===== src/rtl/chr_gen_pkg.sv =====
// Shared VRAM geometry, write-scheduler state encoding and write request payload.
package chr_gen_pkg;

  localparam int unsigned C_VRAM_AW    = 10;
  localparam int unsigned C_VRAM_DW    = 8;
  localparam int unsigned C_VRAM_WORDS = 1024;
  localparam int unsigned C_REQ_W      = C_VRAM_AW + C_VRAM_DW;

  typedef enum logic {
    ST_IDLE = 1'b0,
    ST_FILL = 1'b1
  } wr_state_t;

  typedef struct packed {
    logic [C_VRAM_AW-1:0] addr;
    logic [C_VRAM_DW-1:0] data;
  } wr_req_t;

endpackage


===== src/rtl/vram_wr_fifo.sv =====
// Synchronous FIFO for queued CPU VRAM writes; a push on full is accepted only with a same-cycle pop.
module vram_wr_fifo
  import chr_gen_pkg::*;
#(
  parameter int unsigned C_DEPTH = 8
) (
  input  logic                     clk,
  input  logic                     rst_n,
  input  logic                     push,
  input  logic                     pop,
  input  wr_req_t                  wdata,
  output wr_req_t                  rdata_c,
  output logic                     full_c,
  output logic                     empty_c,
  output logic [$clog2(C_DEPTH):0] level
);

  localparam int unsigned C_PW = $clog2(C_DEPTH);
  localparam int unsigned C_LW = C_PW + 1;

  wr_req_t         mem [C_DEPTH];
  logic [C_PW-1:0] wr_ptr;
  logic [C_PW-1:0] rd_ptr;
  logic            do_pop;
  logic            do_push;

  assign full_c  = (level == C_LW'(C_DEPTH));
  assign empty_c = (level == '0);
  assign do_pop  = pop & ~empty_c;
  assign do_push = push & (~full_c | do_pop);
  assign rdata_c = mem[rd_ptr];

  // Storage carries no reset; validity is tracked by the pointers and level.
  always_ff @(posedge clk) begin
    if (do_push) mem[wr_ptr] <= wdata;
  end

  always_ff @(posedge clk or negedge rst_n) begin
    if (!rst_n) begin
      wr_ptr <= '0;
      rd_ptr <= '0;
      level  <= '0;
    end else begin
      if (do_push) wr_ptr <= wr_ptr + C_PW'(1);
      if (do_pop)  rd_ptr <= rd_ptr + C_PW'(1);
      level <= level + C_LW'(do_push) - C_LW'(do_pop);
    end
  end

endmodule


===== src/rtl/vram_wr_sched.sv =====
// Schedules queued CPU writes and full-VRAM clear fills onto the single VRAM write port,
// optionally restricted to the blanking window.
module vram_wr_sched
  import chr_gen_pkg::*;
#(
  parameter int unsigned C_FIFO_DEPTH = 8,
  parameter int unsigned C_BLANK_ONLY = 1
) (
  input  logic                          CK_i,
  input  logic                          XARST_i,
  input  logic [9:0]                    CPU_WAs_i,
  input  logic [7:0]                    CPU_WDs_i,
  input  logic                          CPU_WE_i,
  input  logic                          CLR_REQ_i,
  input  logic [7:0]                    CLR_DATs_i,
  input  logic                          BLANK_i,
  input  logic                          OVF_CLR_i,
  output logic [9:0]                    VRAM_WAs_o,
  output logic [7:0]                    VRAM_WDs_o,
  output logic                          VRAM_WE_o,
  output logic                          BUSY_o,
  output logic                          OVF_o,
  output logic [$clog2(C_FIFO_DEPTH):0] FIFO_LVLs_o
);

  localparam int unsigned          C_LW        = $clog2(C_FIFO_DEPTH) + 1;
  localparam logic [C_VRAM_AW-1:0] C_LAST_ADDR = C_VRAM_AW'(C_VRAM_WORDS - 1);

  wr_state_t            state;
  logic [C_VRAM_AW-1:0] fill_addr;
  logic                 cpu_we_d;
  logic                 clr_d;
  logic                 clr_pend;

  wr_req_t   req;
  wr_req_t   head;
  logic      fifo_full;
  logic      fifo_empty;
  logic      win;
  logic      push;
  logic      pop;
  logic      push_ok;
  logic      ovf_ev;
  logic      clr_rise;
  logic      pend_set;
  logic      go_fill;
  logic      fill_wr;
  logic      fill_done;
  logic [C_LW-1:0] lvl_nxt;
  logic      busy_nxt;

  assign req       = '{addr: CPU_WAs_i, data: CPU_WDs_i};
  assign win       = BLANK_i | (C_BLANK_ONLY == 0);
  assign push      = CPU_WE_i & ~cpu_we_d;
  assign clr_rise  = CLR_REQ_i & ~clr_d;
  assign pop       = (state == ST_IDLE) & win & ~fifo_empty;
  assign push_ok   = push & (~fifo_full | pop);
  assign ovf_ev    = push & fifo_full & ~pop;
  assign pend_set  = clr_rise & ~clr_pend & (state != ST_FILL);
  assign go_fill   = (state == ST_IDLE) & clr_pend & fifo_empty;
  assign fill_wr   = (state == ST_FILL) & win;
  assign fill_done = fill_wr & (fill_addr == C_LAST_ADDR);

  // Busy is registered, so it is derived from the post-edge occupancy and state.
  assign lvl_nxt  = FIFO_LVLs_o + C_LW'(push_ok) - C_LW'(pop);
  assign busy_nxt = (lvl_nxt != '0) | ((clr_pend | pend_set) & ~go_fill) | go_fill
                  | ((state == ST_FILL) & ~fill_done);

  vram_wr_fifo #(
    .C_DEPTH (C_FIFO_DEPTH)
  ) u_fifo (
    .clk     (CK_i),
    .rst_n   (XARST_i),
    .push    (push),
    .pop     (pop),
    .wdata   (req),
    .rdata_c (head),
    .full_c  (fifo_full),
    .empty_c (fifo_empty),
    .level   (FIFO_LVLs_o)
  );

  // Edge detectors reset high so a strobe held across reset release is not a request.
  always_ff @(posedge CK_i or negedge XARST_i) begin
    if (!XARST_i) begin
      state      <= ST_IDLE;
      fill_addr  <= '0;
      cpu_we_d   <= 1'b1;
      clr_d      <= 1'b1;
      clr_pend   <= 1'b0;
      VRAM_WAs_o <= '0;
      VRAM_WDs_o <= '0;
      VRAM_WE_o  <= 1'b0;
      BUSY_o     <= 1'b0;
      OVF_o      <= 1'b0;
    end else begin
      cpu_we_d  <= CPU_WE_i;
      clr_d     <= CLR_REQ_i;
      BUSY_o    <= busy_nxt;
      VRAM_WE_o <= 1'b0;
      if (ovf_ev)         OVF_o <= 1'b1;
      else if (OVF_CLR_i) OVF_o <= 1'b0;
      case (state)
        ST_IDLE: begin
          if (pop) begin
            VRAM_WAs_o <= head.addr;
            VRAM_WDs_o <= head.data;
            VRAM_WE_o  <= 1'b1;
          end
          if (go_fill) begin
            state    <= ST_FILL;
            clr_pend <= 1'b0;
          end else if (pend_set) begin
            clr_pend <= 1'b1;
          end
        end
        ST_FILL: begin
          if (fill_wr) begin
            VRAM_WAs_o <= fill_addr;
            VRAM_WDs_o <= CLR_DATs_i;
            VRAM_WE_o  <= 1'b1;
            if (fill_done) begin
              state     <= ST_IDLE;
              fill_addr <= '0;
            end else begin
              fill_addr <= fill_addr + C_VRAM_AW'(1);
            end
          end
        end
        default: state <= ST_IDLE;
      endcase
    end
  end

endmodule


===== config.mk =====
export PLATFORM = sky130hd
export DESIGN_NAME = vram_wr_sched
export DESIGN_NICKNAME = d
export VERILOG_FILES = /design/src/rtl/chr_gen_pkg.sv /design/src/rtl/vram_wr_fifo.sv /design/src/rtl/vram_wr_sched.sv
export SDC_FILE = /design/constraint.sdc
export NUM_CORES = 1
export LEC_CHECK = 0
export CAP_MARGIN = 25
export CORE_UTILIZATION = 45
export DETAILED_ROUTE_END_ITERATION = 16
export PLACE_DENSITY_LB_ADDON = 0.12
export REMOVE_ABC_BUFFERS = 1
export SLEW_MARGIN = 20
export SYNTH_ARGS = -nofsm -noshare
export SYNTH_HDL_FRONTEND = slang
export SYNTH_HIERARCHICAL = 1
export SYNTH_SLANG_ARGS = --single-unit

===== constraint.sdc =====
create_clock -name CK_i -period 6.5 [get_ports CK_i]
set_input_delay 0.65 -clock CK_i [delete_from_list [all_inputs] [get_ports CK_i]]
set_output_delay 0.65 -clock CK_i [all_outputs]
set_load 0.01 [all_outputs]

==> results.tsv <==
metric	value	unit
place_congestion	0.751	
wl_per_cell	19.3	um
synth-seq-cells	189	
hold-worst-slack	0.331	ns
met1_usage	22.3	%
synth_top_area_share	54.5	%
clkTransAtPathRegs	0.06	ns
reg2reg_to	BUSY_o	
maxSlewHeadroom	41.5	%
netlist_area	7930	um2
coreArea	17200	um2
cts_buffers	17	
worst_pin_slew	0.878	ns
postSynthAreaPerCell	18.2	um2
rows	48	
seq_area_frac_synth	68.8	%
synth-edff-count	144	
status	finished, final reports clean	
drv_cap	0	
rsz0062_at_grt	no	
nNetsFinal	551	
grt_max_degree	46	
die_area	18200	um2
synth_ff_type	edfxtp_1	
area_delta_synth_final	18.0	%
fillers	1358	
p_leak	3.40	nW
initial_utilization	46.0	%
gr-total-overflow	0	
min-delay-path-class	in -> async	
slew_violations	0	
synthArstFlopShare	23.8	%
dr.pass1.iters	4	
busiest_layer	met2	
place_area	8780	um2
cts_max_path_buffers	2	
cts.sink_count	189	
cts_setup_buffers	0	
critPathTopFamily	simple AND/OR/NAND/NOR gates	
post-route-min-period	3.15	ns
ir_drop	194	uV
fin_crit_sh	48.5	%
setup_viol	0	
first_global_vias	4024	
reg2reg_from	u_fifo/level[2]	
hpwlAfterDp	8500	um
grt_util_met3	3.23	%
grt_usage	17.3	%
fin_tns_setup	0	ns
hold_buffers	0	
synth_cells	436	
yosys_warnings	6	
end_kind	flop	
tritoncts	yes	
antenna_left	0	
cp.arrival	3.44	ns
cp.depth	14	
regToRegSetupSlack	3.35	ns
crit_path_max_fanout	5	
setup.worst_path.start_class	flop	
cts_resized	0	
netlist_top_cells_area	edfxtp_1 (55%), dfrtp_1 (14%), mux4_1 (10%)	
antenna_cells	0	
finalInstanceArea	9360	um2
drive_gt1_share	17.2	%
htree_levels	4	
synth_top_cell_by_area	edfxtp_1	
grt_pass1_wl	22400	um
antenna_found_initial	0	
power_density	318	nW/um2
io_buffers	56	
drtIter0Drc	251	
met2_usage	28.9	%
slowest_delay	0.49	ns
crit_chain	inv_1 -> ha_1 -> nor3b_1 -> nor3b_1 -> nand2b_1 -> nand2_1 -> ha_1 -> inv_1 -> ha_1 -> inv_1 -> fa_1 -> xnor2_1 -> nor3b_1 -> nand4_1	
reg2reg_depth	14	
synth.distinct_cells	50	
via_count	3934	
io_pins	57	
hold_viol_final	0	
required	6.79	ns
cts_root_buf	clkbuf_16	
finClkSkew	0.00696	ns
die_x	135	um
die_y	135	um
critPathKind	reg -> reg	
clk_latency	0.42	ns
wl	14400	um
fmax	0.317	GHz
drc	0	
crit_slowest_cell	nor3b_1	
path_buf_inv	3	
vias_per_cell	5.29	
==> cells in the final DEF (no fill, tap or decap), types with 3 or more instances in the layout <==
master	n
a21o_1	3
a21oi_1	3
buf_4	11
clkbuf_16	17
clkdlybuf4s50_1	55
clkinv_2	3
clkinvlp_4	3
dfrtp_1	41
edfxtp_1	144
ha_1	12
inv_1	15
inv_6	4
mux2_2	20
mux2i_1	19
mux4_1	31
mux4_2	5
nand2_1	31
nand2b_1	6
nand4_1	3
nor2_1	8
nor3_2	6
nor3b_1	3
o21ai_0	21
xnor2_1	9
xor2_1	6
==> cell usage after synthesis (all sizes together) (3+ instances only) <==
master  number
edfxtp     144
dfrtp       43
mux4        36
nand4        4
nor2         8
a21o         3
buf         12
nand3        3
xor2         6
nor3         7
ha          12
nor4         3
nand2       32
mux2        20
a21oi        3
nand2b       6
mux2i       19
xnor2        9
nor3b        3
inv         15
clkbuf       6
o21ai       23
==> where the power goes <==
group | switching, W | internal [W] | leakage (nW) | total [W]
sequential | 0.0000897 | 0.00143 | 1.86 | 0.00152
combinational | 0.000222 | 0.000217 | 1.26 | 0.000439
clock | 0.000437 | 0.000578 | 0.278 | 0.00102
==> logic make-up (layout without fill, tap and decap cells) <==
logic type	Yosys count	after routing	synth area share [%]
simple gates	77	77	5.29
flops	189	189	68.8
compound gates	33	33	2.38
mux	75	75	16.9
xor+xnor	15	15	1.66
fa+ha+maj	14	14	2.40
buf+inv	33	115	2.59
==> final cells by class <==
type                    count  area [um2]  share of cell area (%)
clock buffers              19         443                    4.73
clock inverters            13         136                    1.46
inverters                  15        56.3                   0.602
multi-input cells         214        2310                    24.7
flip-flops and latches    189        5460                    58.3
well taps                 225         282                    3.01
repair buffers             68         666                    7.12
==> flip-flops by register name, summed over array words and instances (netlist names), 3 cells and up <==
name and cells:
u_fifo/mem 144, VRAM_WDs_o 8, u_fifo/rd_ptr 3, u_fifo/wr_ptr 3
u_fifo/level 4, VRAM_WAs_o 10, fill_addr 10
==> metal layers <==
layer	up-vias	wire length, um
met1	2002	6490
met2	61	7300
met4	0	221
li1	1852	-
met3	19	344
met5	-	0
==> worst max-delay path by stage <==
stage                  endpoint             from  slack, ns
2_1_floorplan  u_fifo/mem[0][0]  u_fifo/level[2]       2.60
3_5_place_dp             BUSY_o          BLANK_i       2.95
5_1_grt                  BUSY_o  u_fifo/level[2]       3.08
6_report                 BUSY_o  u_fifo/level[2]       3.35
4_1_cts                  BUSY_o  u_fifo/level[2]       3.30
3_3_place_gp             BUSY_o          BLANK_i       3.06
==> metrics by stage <==
step	power, W	setup WS (ns)	instances	utilization (%)
floorplan	0.00179	2.60	418	-
global placement	0.00198	3.06	710	50.7
detailed placement	0.00200	2.95	711	50.9
CTS	0.00302	3.30	743	54.3
global route	0.00312	3.08	743	54.3
finish	0.00298	3.35	743	54.3
No activity file was read; power rests on OpenSTA's default activity.
